--- src/rtl/mult_div_unit_pkg.sv ---
// Shared encodings and helpers for the iterative multiply/divide unit.
// Op and state encodings plus the fixed iteration count.
package mult_div_unit_pkg;

    typedef enum logic [1:0] {
        MDU_MULT  = 2'b00,
        MDU_MULTU = 2'b01,
        MDU_DIV   = 2'b10,
        MDU_DIVU  = 2'b11
    } mdu_op_e;

    typedef enum logic [1:0] {
        MDU_IDLE = 2'b00,
        MDU_CALC = 2'b01,
        MDU_FIX  = 2'b10
    } mdu_state_e;

    localparam int MDU_ITERS = 32;

    function automatic logic [31:0] mag32(input logic [31:0] v,
                                          input logic       is_signed);
        return (is_signed && v[31]) ? (~v + 32'd1) : v;
    endfunction

endpackage

--- src/rtl/mult_div_unit.sv ---
// Iterative 32-bit multiply/divide unit with architectural HI/LO.
// 33 cycles per operation: 32 CALC iterations plus one FIX write.
module mult_div_unit
    import mult_div_unit_pkg::*;
(
    input  logic        clock,
    input  logic        reset,
    input  logic        start,
    input  logic [1:0]  op,
    input  logic [31:0] operand_a,
    input  logic [31:0] operand_b,
    input  logic        mthi,
    input  logic        mtlo,
    input  logic [31:0] write_data,
    output logic        busy,
    output logic        done,
    output logic        div_by_zero,
    output logic [31:0] hi_out,
    output logic [31:0] lo_out
);

    localparam logic [4:0] LAST = 5'(MDU_ITERS - 1);

    mdu_state_e  state_q, state_d;
    logic        is_div_q, is_div_d;
    logic        neg_q, neg_d;
    logic        rneg_q, rneg_d;
    logic        bz_q, bz_d;
    logic [31:0] orig_a_q, orig_a_d;
    logic [31:0] opnd_q, opnd_d;
    logic [31:0] acc_q, acc_d;
    logic [31:0] wlo_q, wlo_d;
    logic [4:0]  cnt_q, cnt_d;
    logic [31:0] hi_q, hi_d;
    logic [31:0] lo_q, lo_d;
    logic        done_q, done_d;
    logic        dz_q, dz_d;

    mdu_op_e     op_e;
    logic        op_signed;
    logic        op_div;
    logic [31:0] mag_a, mag_b;
    logic [32:0] sum;
    logic [32:0] rem_sh;
    logic        ge;
    logic [63:0] prod, prod_fix;
    logic [31:0] quo_fix, rem_fix;
    logic [31:0] res_hi, res_lo;

    assign op_e      = mdu_op_e'(op);
    assign op_signed = (op_e == MDU_MULT) || (op_e == MDU_DIV);
    assign op_div    = (op_e == MDU_DIV) || (op_e == MDU_DIVU);
    assign mag_a     = mag32(operand_a, op_signed);
    assign mag_b     = mag32(operand_b, op_signed);

    // Sign correction and divide-by-zero override feed the FIX write
    assign prod     = {acc_q, wlo_q};
    assign prod_fix = neg_q ? (~prod + 64'd1) : prod;
    assign quo_fix  = neg_q ? (~wlo_q + 32'd1) : wlo_q;
    assign rem_fix  = rneg_q ? (~acc_q + 32'd1) : acc_q;

    always_comb begin
        res_hi = prod_fix[63:32];
        res_lo = prod_fix[31:0];
        if (is_div_q) begin
            if (bz_q) begin
                res_hi = orig_a_q;
                res_lo = 32'hFFFF_FFFF;
            end else begin
                res_hi = rem_fix;
                res_lo = quo_fix;
            end
        end
    end

    always_comb begin
        state_d  = state_q;
        is_div_d = is_div_q;
        neg_d    = neg_q;
        rneg_d   = rneg_q;
        bz_d     = bz_q;
        orig_a_d = orig_a_q;
        opnd_d   = opnd_q;
        acc_d    = acc_q;
        wlo_d    = wlo_q;
        cnt_d    = cnt_q;
        hi_d     = hi_q;
        lo_d     = lo_q;
        done_d   = 1'b0;
        dz_d     = dz_q;
        sum      = '0;
        rem_sh   = '0;
        ge       = 1'b0;
        unique case (state_q)
            MDU_IDLE: begin
                if (start) begin
                    state_d  = MDU_CALC;
                    is_div_d = op_div;
                    neg_d    = op_signed & (operand_a[31] ^ operand_b[31]);
                    rneg_d   = op_signed & operand_a[31];
                    bz_d     = (operand_b == 32'd0);
                    orig_a_d = operand_a;
                    opnd_d   = op_div ? mag_b : mag_a;
                    wlo_d    = op_div ? mag_a : mag_b;
                    acc_d    = '0;
                    cnt_d    = '0;
                    dz_d     = 1'b0;
                end else begin
                    if (mthi) hi_d = write_data;
                    if (mtlo) lo_d = write_data;
                end
            end
            MDU_CALC: begin
                if (is_div_q) begin
                    rem_sh = {acc_q, wlo_q[31]};
                    ge     = (rem_sh >= {1'b0, opnd_q});
                    acc_d  = ge ? 32'(rem_sh - {1'b0, opnd_q})
                                : rem_sh[31:0];
                    wlo_d  = {wlo_q[30:0], ge};
                end else begin
                    sum   = {1'b0, acc_q}
                          + (wlo_q[0] ? {1'b0, opnd_q} : 33'd0);
                    acc_d = sum[32:1];
                    wlo_d = {sum[0], wlo_q[31:1]};
                end
                cnt_d = cnt_q + 5'd1;
                if (cnt_q == LAST) state_d = MDU_FIX;
            end
            MDU_FIX: begin
                hi_d    = res_hi;
                lo_d    = res_lo;
                done_d  = 1'b1;
                dz_d    = is_div_q & bz_q;
                state_d = MDU_IDLE;
            end
            default: state_d = MDU_IDLE;
        endcase
    end

    always_ff @(posedge clock or posedge reset) begin
        if (reset) begin
            state_q  <= MDU_IDLE;
            is_div_q <= 1'b0;
            neg_q    <= 1'b0;
            rneg_q   <= 1'b0;
            bz_q     <= 1'b0;
            orig_a_q <= '0;
            opnd_q   <= '0;
            acc_q    <= '0;
            wlo_q    <= '0;
            cnt_q    <= '0;
            hi_q     <= '0;
            lo_q     <= '0;
            done_q   <= 1'b0;
            dz_q     <= 1'b0;
        end else begin
            state_q  <= state_d;
            is_div_q <= is_div_d;
            neg_q    <= neg_d;
            rneg_q   <= rneg_d;
            bz_q     <= bz_d;
            orig_a_q <= orig_a_d;
            opnd_q   <= opnd_d;
            acc_q    <= acc_d;
            wlo_q    <= wlo_d;
            cnt_q    <= cnt_d;
            hi_q     <= hi_d;
            lo_q     <= lo_d;
            done_q   <= done_d;
            dz_q     <= dz_d;
        end
    end

    assign busy        = (state_q != MDU_IDLE);
    assign done        = done_q;
    assign div_by_zero = dz_q;
    assign hi_out      = hi_q;
    assign lo_out      = lo_q;

endmodule

--- config.mk ---
export PLATFORM = sky130hd
export DESIGN_NAME = mult_div_unit
export DESIGN_NICKNAME = d
export VERILOG_FILES = /design/src/rtl/mult_div_unit_pkg.sv /design/src/rtl/mult_div_unit.sv
export SDC_FILE = /design/constraint.sdc
export NUM_CORES = 1
export LEC_CHECK = 0
export ABC_AREA = 1
export BUFFER_PORTS_ARGS = -buffer_cell sky130_fd_sc_hd__clkbuf_2
export CELL_PAD_IN_SITES_DETAIL_PLACEMENT = 0
export CELL_PAD_IN_SITES_GLOBAL_PLACEMENT = 2
export CORE_UTILIZATION = 35
export CTS_BUF_LIST = sky130_fd_sc_hd__clkbuf_16
export DETAILED_ROUTE_END_ITERATION = 8
export PLACE_DENSITY_LB_ADDON = 0.1
export REMOVE_ABC_BUFFERS = 1
export SYNTH_ARGS = -nofsm -noshare
export SYNTH_HDL_FRONTEND = slang
export SYNTH_SLANG_ARGS = --single-unit
--- constraint.sdc ---
create_clock -name clock -period 12.45 [get_ports clock]
set_input_delay 1.8675 -clock clock [delete_from_list [all_inputs] [get_ports clock]]
set_output_delay 1.8675 -clock clock [all_outputs]
set_load 0.01 [all_outputs]
After elaboration in Yosys (flattened, before gate mapping)
Index checks and enable logic that the tools add are counted.

word-level totals
  flip-flop bits (word level) = 205
  input bits = 103

cells by class
  bitwise gates (word level) = 9
  magnitude comparators = 1
  muxes and demuxes = 33
  add/subtract/negate cells = 8
  equal/unequal tests = 10
  reductions and logical operators = 16

operator list
  cell                   number
  $mux 32                20
  $pmux 32 s2            4
  $add 32x1->32 const B  4
  $not 32->32            4
  $add 64x1->64 const B  1
  $mux 64                1
  $not 64->64            1
  $add 32x32->33         1
  $ge 33x32->1           1
  $logic_not 32->1       1
  $sub 32x32->32         1
  $ne 2x2->1 const B     5
  $pmux 5 s2             1
  $reduce_and 2->1       4
  $eq 2x2->1 const B     3
  $reduce_and 3->1       2
  $reduce_bool 2->1      3
  $add 5x1->5 const B    1
  $eq 5x5->1 const B     1
  $mux 5                 1
  $logic_not 2->1        2
  $mux 2                 2
  $pmux 2 s2             1
  $and 1x1->1            3
  other kinds (6)        9

Logic depth before layout (Yosys ltp)
  depth in word-level cells = 7
  depth in mapped cells = 20
  depth with buffers taken out = 18

Worst setup path after synthesis
Ideal clock, no wire load.

  path kind = input -> register
  from = input port operand_a[0]
  to = register wlo_q[16]
  data required time = 12311 ps
  buffers on the path = 0
  slack = 9184 ps
  library setup time = 139 ps
  arrival = 3127 ps
  stages = 10
  cell sequence = inv_1 ha_1 inv_1 nor3_2 nand4_1 o21ai_0 xor2_1 nand2_1 nand3_1 a22oi_1

between the ends
  word-level cells in the longest chain between the ends = 6

RTL lines
  item                    line                     source
  start: declaration      mult_div_unit.sv:10      input logic [31:0] operand_a,
  $not 32->32             mult_div_unit_pkg.sv:22  return (is_signed && v[31]) ? (~v + 32'd1) : v;
  $add 32x1->32           mult_div_unit_pkg.sv:22
  $mux 32                 mult_div_unit_pkg.sv:22
  $mux 32                 mult_div_unit.sv:104     wlo_d = op_div ? mag_a : mag_b;
  $mux 32                 mult_div_unit.sv:96      if (start) begin
  $pmux 32 s2             mult_div_unit.sv:94      unique case (state_q)
  end signal: assignment  mult_div_unit.sv:165     wlo_q <= wlo_d;
  end: declaration        mult_div_unit.sv:32      logic [31:0] wlo_q, wlo_d;

Every way passes these cells. The select of a mux whose other input is x is not followed.
A chain may end at the register's enable or synchronous reset.

Final worst setup path
  from = input port op[1]
  to = register opnd_q[20]

between the ends
  word-level cells in the longest chain between the ends = 5

RTL lines
  item                                           line                                      source
  start: declaration                             mult_div_unit.sv:9                        input logic [1:0] op,
  $eq 2x2->1 or $logic_not 2->1 (tied branches)  mult_div_unit.sv:51, mult_div_unit.sv:52
  $logic_or 1x1->1                               mult_div_unit.sv:51                       assign op_signed = (op_e == MDU_MULT) || (op_e == MDU_DIV);
  $logic_and 1x1->1                              mult_div_unit_pkg.sv:22
  $mux 32                                        mult_div_unit_pkg.sv:22
  $mux 32 (*)                                    mult_div_unit.sv:103                      opnd_d = op_div ? mag_b : mag_a;
  end signal: assignment                         mult_div_unit.sv:163                      opnd_q <= opnd_d;
  end: declaration                               mult_div_unit.sv:30                       logic [31:0] opnd_q, opnd_d;

Every way passes the cells marked *; elsewhere a longest branch is shown, timed or not.

==> flow_summary.yaml <==
run_status:
  run_status: "finished clean"
finish:
  layout-area-overhead-vs-synth_pct: 11.69
  layout-drive-gt1-share_pct: 9.133
  final_core_util_pct: 39.59
  n_antenna_cell: 0
  final_design_area_no_fill_um2: 22360
  finish.net_count: 3630
  fillCellCount: 6325
global_route:
  grt_start_max_net_pins: 136
  overflow: 0
  global_route_wire_length_before_repair_mm: 141.5
  global_route.usage.total_pct: 33.27
  grt_pass1_vias: 21170
  antenna_found_initial: 0
yosys:
  synthesis.area_um2: 20020
  yosys_warnings: 0
  post-synth-top-area-fraction_pct: 25.62
  netlist_top_cells_count: "sky130_fd_sc_hd__nand2_1 (1004), sky130_fd_sc_hd__inv_1 (422), sky130_fd_sc_hd__nor2_1 (379), sky130_fd_sc_hd__nand3_1 (304), sky130_fd_sc_hd__a21oi_1 (250)"
  asyncSetResetFlopFracSynth_pct: 100.0
  most_used_standard_cell_by_instance_count_after_synthesis: "sky130_fd_sc_hd__nand2_1"
  synth-main-ff-cell: "sky130_fd_sc_hd__dfrtp_1"
  yosysTopAreaCell: "sky130_fd_sc_hd__dfrtp_1"
  synth_sequential_area_ratio_pct: 25.62
  postSynthAreaPerCell_um2: 5.957
  netlist_instances: 3361
  yosys.cell_types.count: 59
  synth-edff-count: 0
  cells_taking_the_most_area_after_synthesis: "sky130_fd_sc_hd__dfrtp_1 (26%), sky130_fd_sc_hd__nand2_1 (19%), sky130_fd_sc_hd__inv_1 (7.9%)"
  flip_flop_and_latch_count_after_synthesis: 205
worst_setup_path:
  setup.worst_path.end_class: "register"
  crit_buf_inv: 4
  path_common_cell: "sky130_fd_sc_hd__a21oi_1"
  worst-endpoint-arrival_ns: 4.98
  startpoint_type: "primary input"
  critical_path.cell_chain: "clkbuf_2, clkinv_1, buf_4, nor2_2, inv_1, a21oi_1, a21oi_1, o21ai_0"
  crit_slowest_cell: "sky130_fd_sc_hd__clkinv_1"
  worst-endpoint-required_ns: 12.93
  worstSetupPathType: "in -> reg"
  timing.critical_path.slowest_cell_delay_ns: 0.71
  path_delay_family: "buffers and inverters"
  timing.critical_path.fanout_max: 35
cts:
  tritoncts: "built"
  cts_max_path_buffers: 3
  cts_post_setup_buffers_inserted: 0
  cts.sink_count: 205
  ctsHtreeMaxLevel: 1
  cts_bufs_inserted: 26
  clkSlewWorstSetupHoldPaths_ns: 0.06
  cts_hold_buf: 0
  clock_insertion_delay_worst_skew_ns: 0.56
  cts_root_buffer: "sky130_fd_sc_hd__clkbuf_16"
  cts-resized-gates: 0
placement:
  pre_cts_ws_ns: 7.479
  hpwl_mm: 78.77
  gp_congestion: 1.027
  placed_cell_area_um2: 21490
  io_buffers: 169
route:
  routedWlPerCell_um: 23.15
  drc: 0
  routed_wirelength_mm: 97.84
  via_count: 23180
  drt_pre_antenna_iters: 8
  drtAntennaViolNets: 0
  first_iter_violations: 2476
  route.detailed.vias_per_inst: 5.484
timing:
  period_minus_slack_ns: 4.493
  finalCritPeriodShare_pct: 36.09
  rsz0062_at_grt: "no"
  report.final.slew_viol_count: 0
  finalSetupTns_ns: 0
  setup_slack_ns: 7.957
  worst_slew_margin_rel_pct: 29.37
  finalHoldViolCount: 0
  hold-worst-slack_ns: 0.4884
  achievable-frequency_mhz: 222.6
  finalSetupViolCount: 0
  worst_pin_slew_ns: 1.060
  final.setup_skew_ns: 0.01294
pwr:
  vdd.ir_drop.worst_mv: 0.1521
  powerDensity_nw_per_um2: 328.9
  total_leakage_power_uw: 0.01114
die:
  dieWidth_um: 241.2
  initial_core_util_pct: 35.44
  row_count: 87
  fp.dieH_um: 241.2
  io-pin-count: 170
  fp.dieArea_um2: 58170
  core-area_um2: 56500
flow_run:
  max_cap_violations: 0
hold_path:
  min_path_type: "reg -> reg"
per-layer routing:
layer | wire length [um] | track usage [%] | share of wire (%)
met5 | 0 | 0 | 0
met4 | 2693 | 9.091 | 2.8
met3 | 8245 | 5.673 | 8.4
met2 | 40240 | 47.64 | 41
met1 | 46660 | 50.43 | 48
per-stage QoR:
stage	power (uW)	std cells
after floorplan	4509	3234
after global placement	6363	4183
after detailed placement	6397	4183
after CTS	7224	4227
after global routing	7937	4227
final	7356	4227
registers in the layout, indices dropped and copies added (netlist names), 2 cells and up:
| name | cells |
|---|---|
| acc_q | 32 |
| hi_out | 32 |
| wlo_q | 32 |
| orig_a_q | 32 |
| opnd_q | 32 |
| state_q | 2 |
| lo_out | 32 |
| cnt_q | 5 |
area by class of cell:
class	count	area (um^2)	share of cell area [%]
Clock buffer	26	650.6	2.909
Clock inverter	18	222.7	0.9959
Inverter	442	1672	7.475
Multi-Input combinational cell	2587	12710	56.85
Sequential cell	205	5132	22.95
Tap cell	756	945.9	4.230
Timing Repair Buffer	193	1026	4.588
power breakdown:
group | internal (uW) | switching (uW) | total (uW)
logic | 1520 | 3480 | 5010
registers | 1010 | 547 | 1550
clock network | 481 | 317 | 798
total | 3010 | 4350 | 7360
cell usage in the layout, fill, tap and decap left out, types with 5 or more instances in the layout:
cell type                   netlist  layout
sky130_fd_sc_hd__nand3_1        304     304
sky130_fd_sc_hd__inv_2           14      14
sky130_fd_sc_hd__nand2_2         14      15
sky130_fd_sc_hd__o211ai_2         5       5
sky130_fd_sc_hd__a31oi_1         10      10
sky130_fd_sc_hd__a21o_1          14      14
sky130_fd_sc_hd__clkbuf_16        0      26
sky130_fd_sc_hd__a21boi_0         7       7
sky130_fd_sc_hd__inv_1          422     424
sky130_fd_sc_hd__bufinv_16        0       5
sky130_fd_sc_hd__nand2_1       1004    1003
sky130_fd_sc_hd__o21ai_2          5       5
sky130_fd_sc_hd__o21ai_1         33      33
sky130_fd_sc_hd__ha_1            70      70
sky130_fd_sc_hd__dfrtp_1        205     203
sky130_fd_sc_hd__nor3_1          19      19
sky130_fd_sc_hd__o221ai_1        16      16
sky130_fd_sc_hd__a22oi_1         13      13
sky130_fd_sc_hd__nand4_1         39      39
sky130_fd_sc_hd__nor2_4           4       7
sky130_fd_sc_hd__a21oi_1        250     250
sky130_fd_sc_hd__nor2_1         379     374
sky130_fd_sc_hd__nand3b_1        11      11
sky130_fd_sc_hd__clkbuf_2         0     169
sky130_fd_sc_hd__clkinv_2         1       7
sky130_fd_sc_hd__o211ai_1        36      36
sky130_fd_sc_hd__xnor2_1         10      10
sky130_fd_sc_hd__clkinv_1         4       6
sky130_fd_sc_hd__buf_4            0      24
sky130_fd_sc_hd__o21ai_0        209     209
sky130_fd_sc_hd__xor2_1          61      61
sky130_fd_sc_hd__nor2_2          16      18
sky130_fd_sc_hd__nand3_2          6       6
cell families (layout without fill, tap and decap cells):
| group | Yosys count | count (layout) | synth area share (%) |
|---|---|---|---|
| simple gates | 1817 | 1817 | 38.07 |
| compound gates | 627 | 627 | 17.60 |
| buf+inv | 569 | 679 | 11.03 |
| flops | 205 | 205 | 25.62 |
| fa+ha+maj | 72 | 72 | 4.574 |
| xor+xnor | 71 | 71 | 3.106 |
worst paths after layout:
path	startpoint	to	slack, ns	cells after the start
setup / recovery	op[1]	opnd_q[20]	7.96	8
hold / removal	orig_a_q[19]	orig_a_q[19]	0.49	2
setup reg to reg	wlo_q[0]	acc_q[27]	8.91	16
hold reg to reg	orig_a_q[19]	orig_a_q[19]	0.49	2
max in group asynchronous	reset	is_div_q	9.23	3
min in group asynchronous	reset	hi_out[17]	1.51	2
worst min-delay path, delay by kind of cell, from the launching register on:
family          cells  cell delay, ns
compound gates      1            0.06
simple gates        1            0.05
flops               1            0.35
No activity file was read; power rests on OpenSTA's default activity.
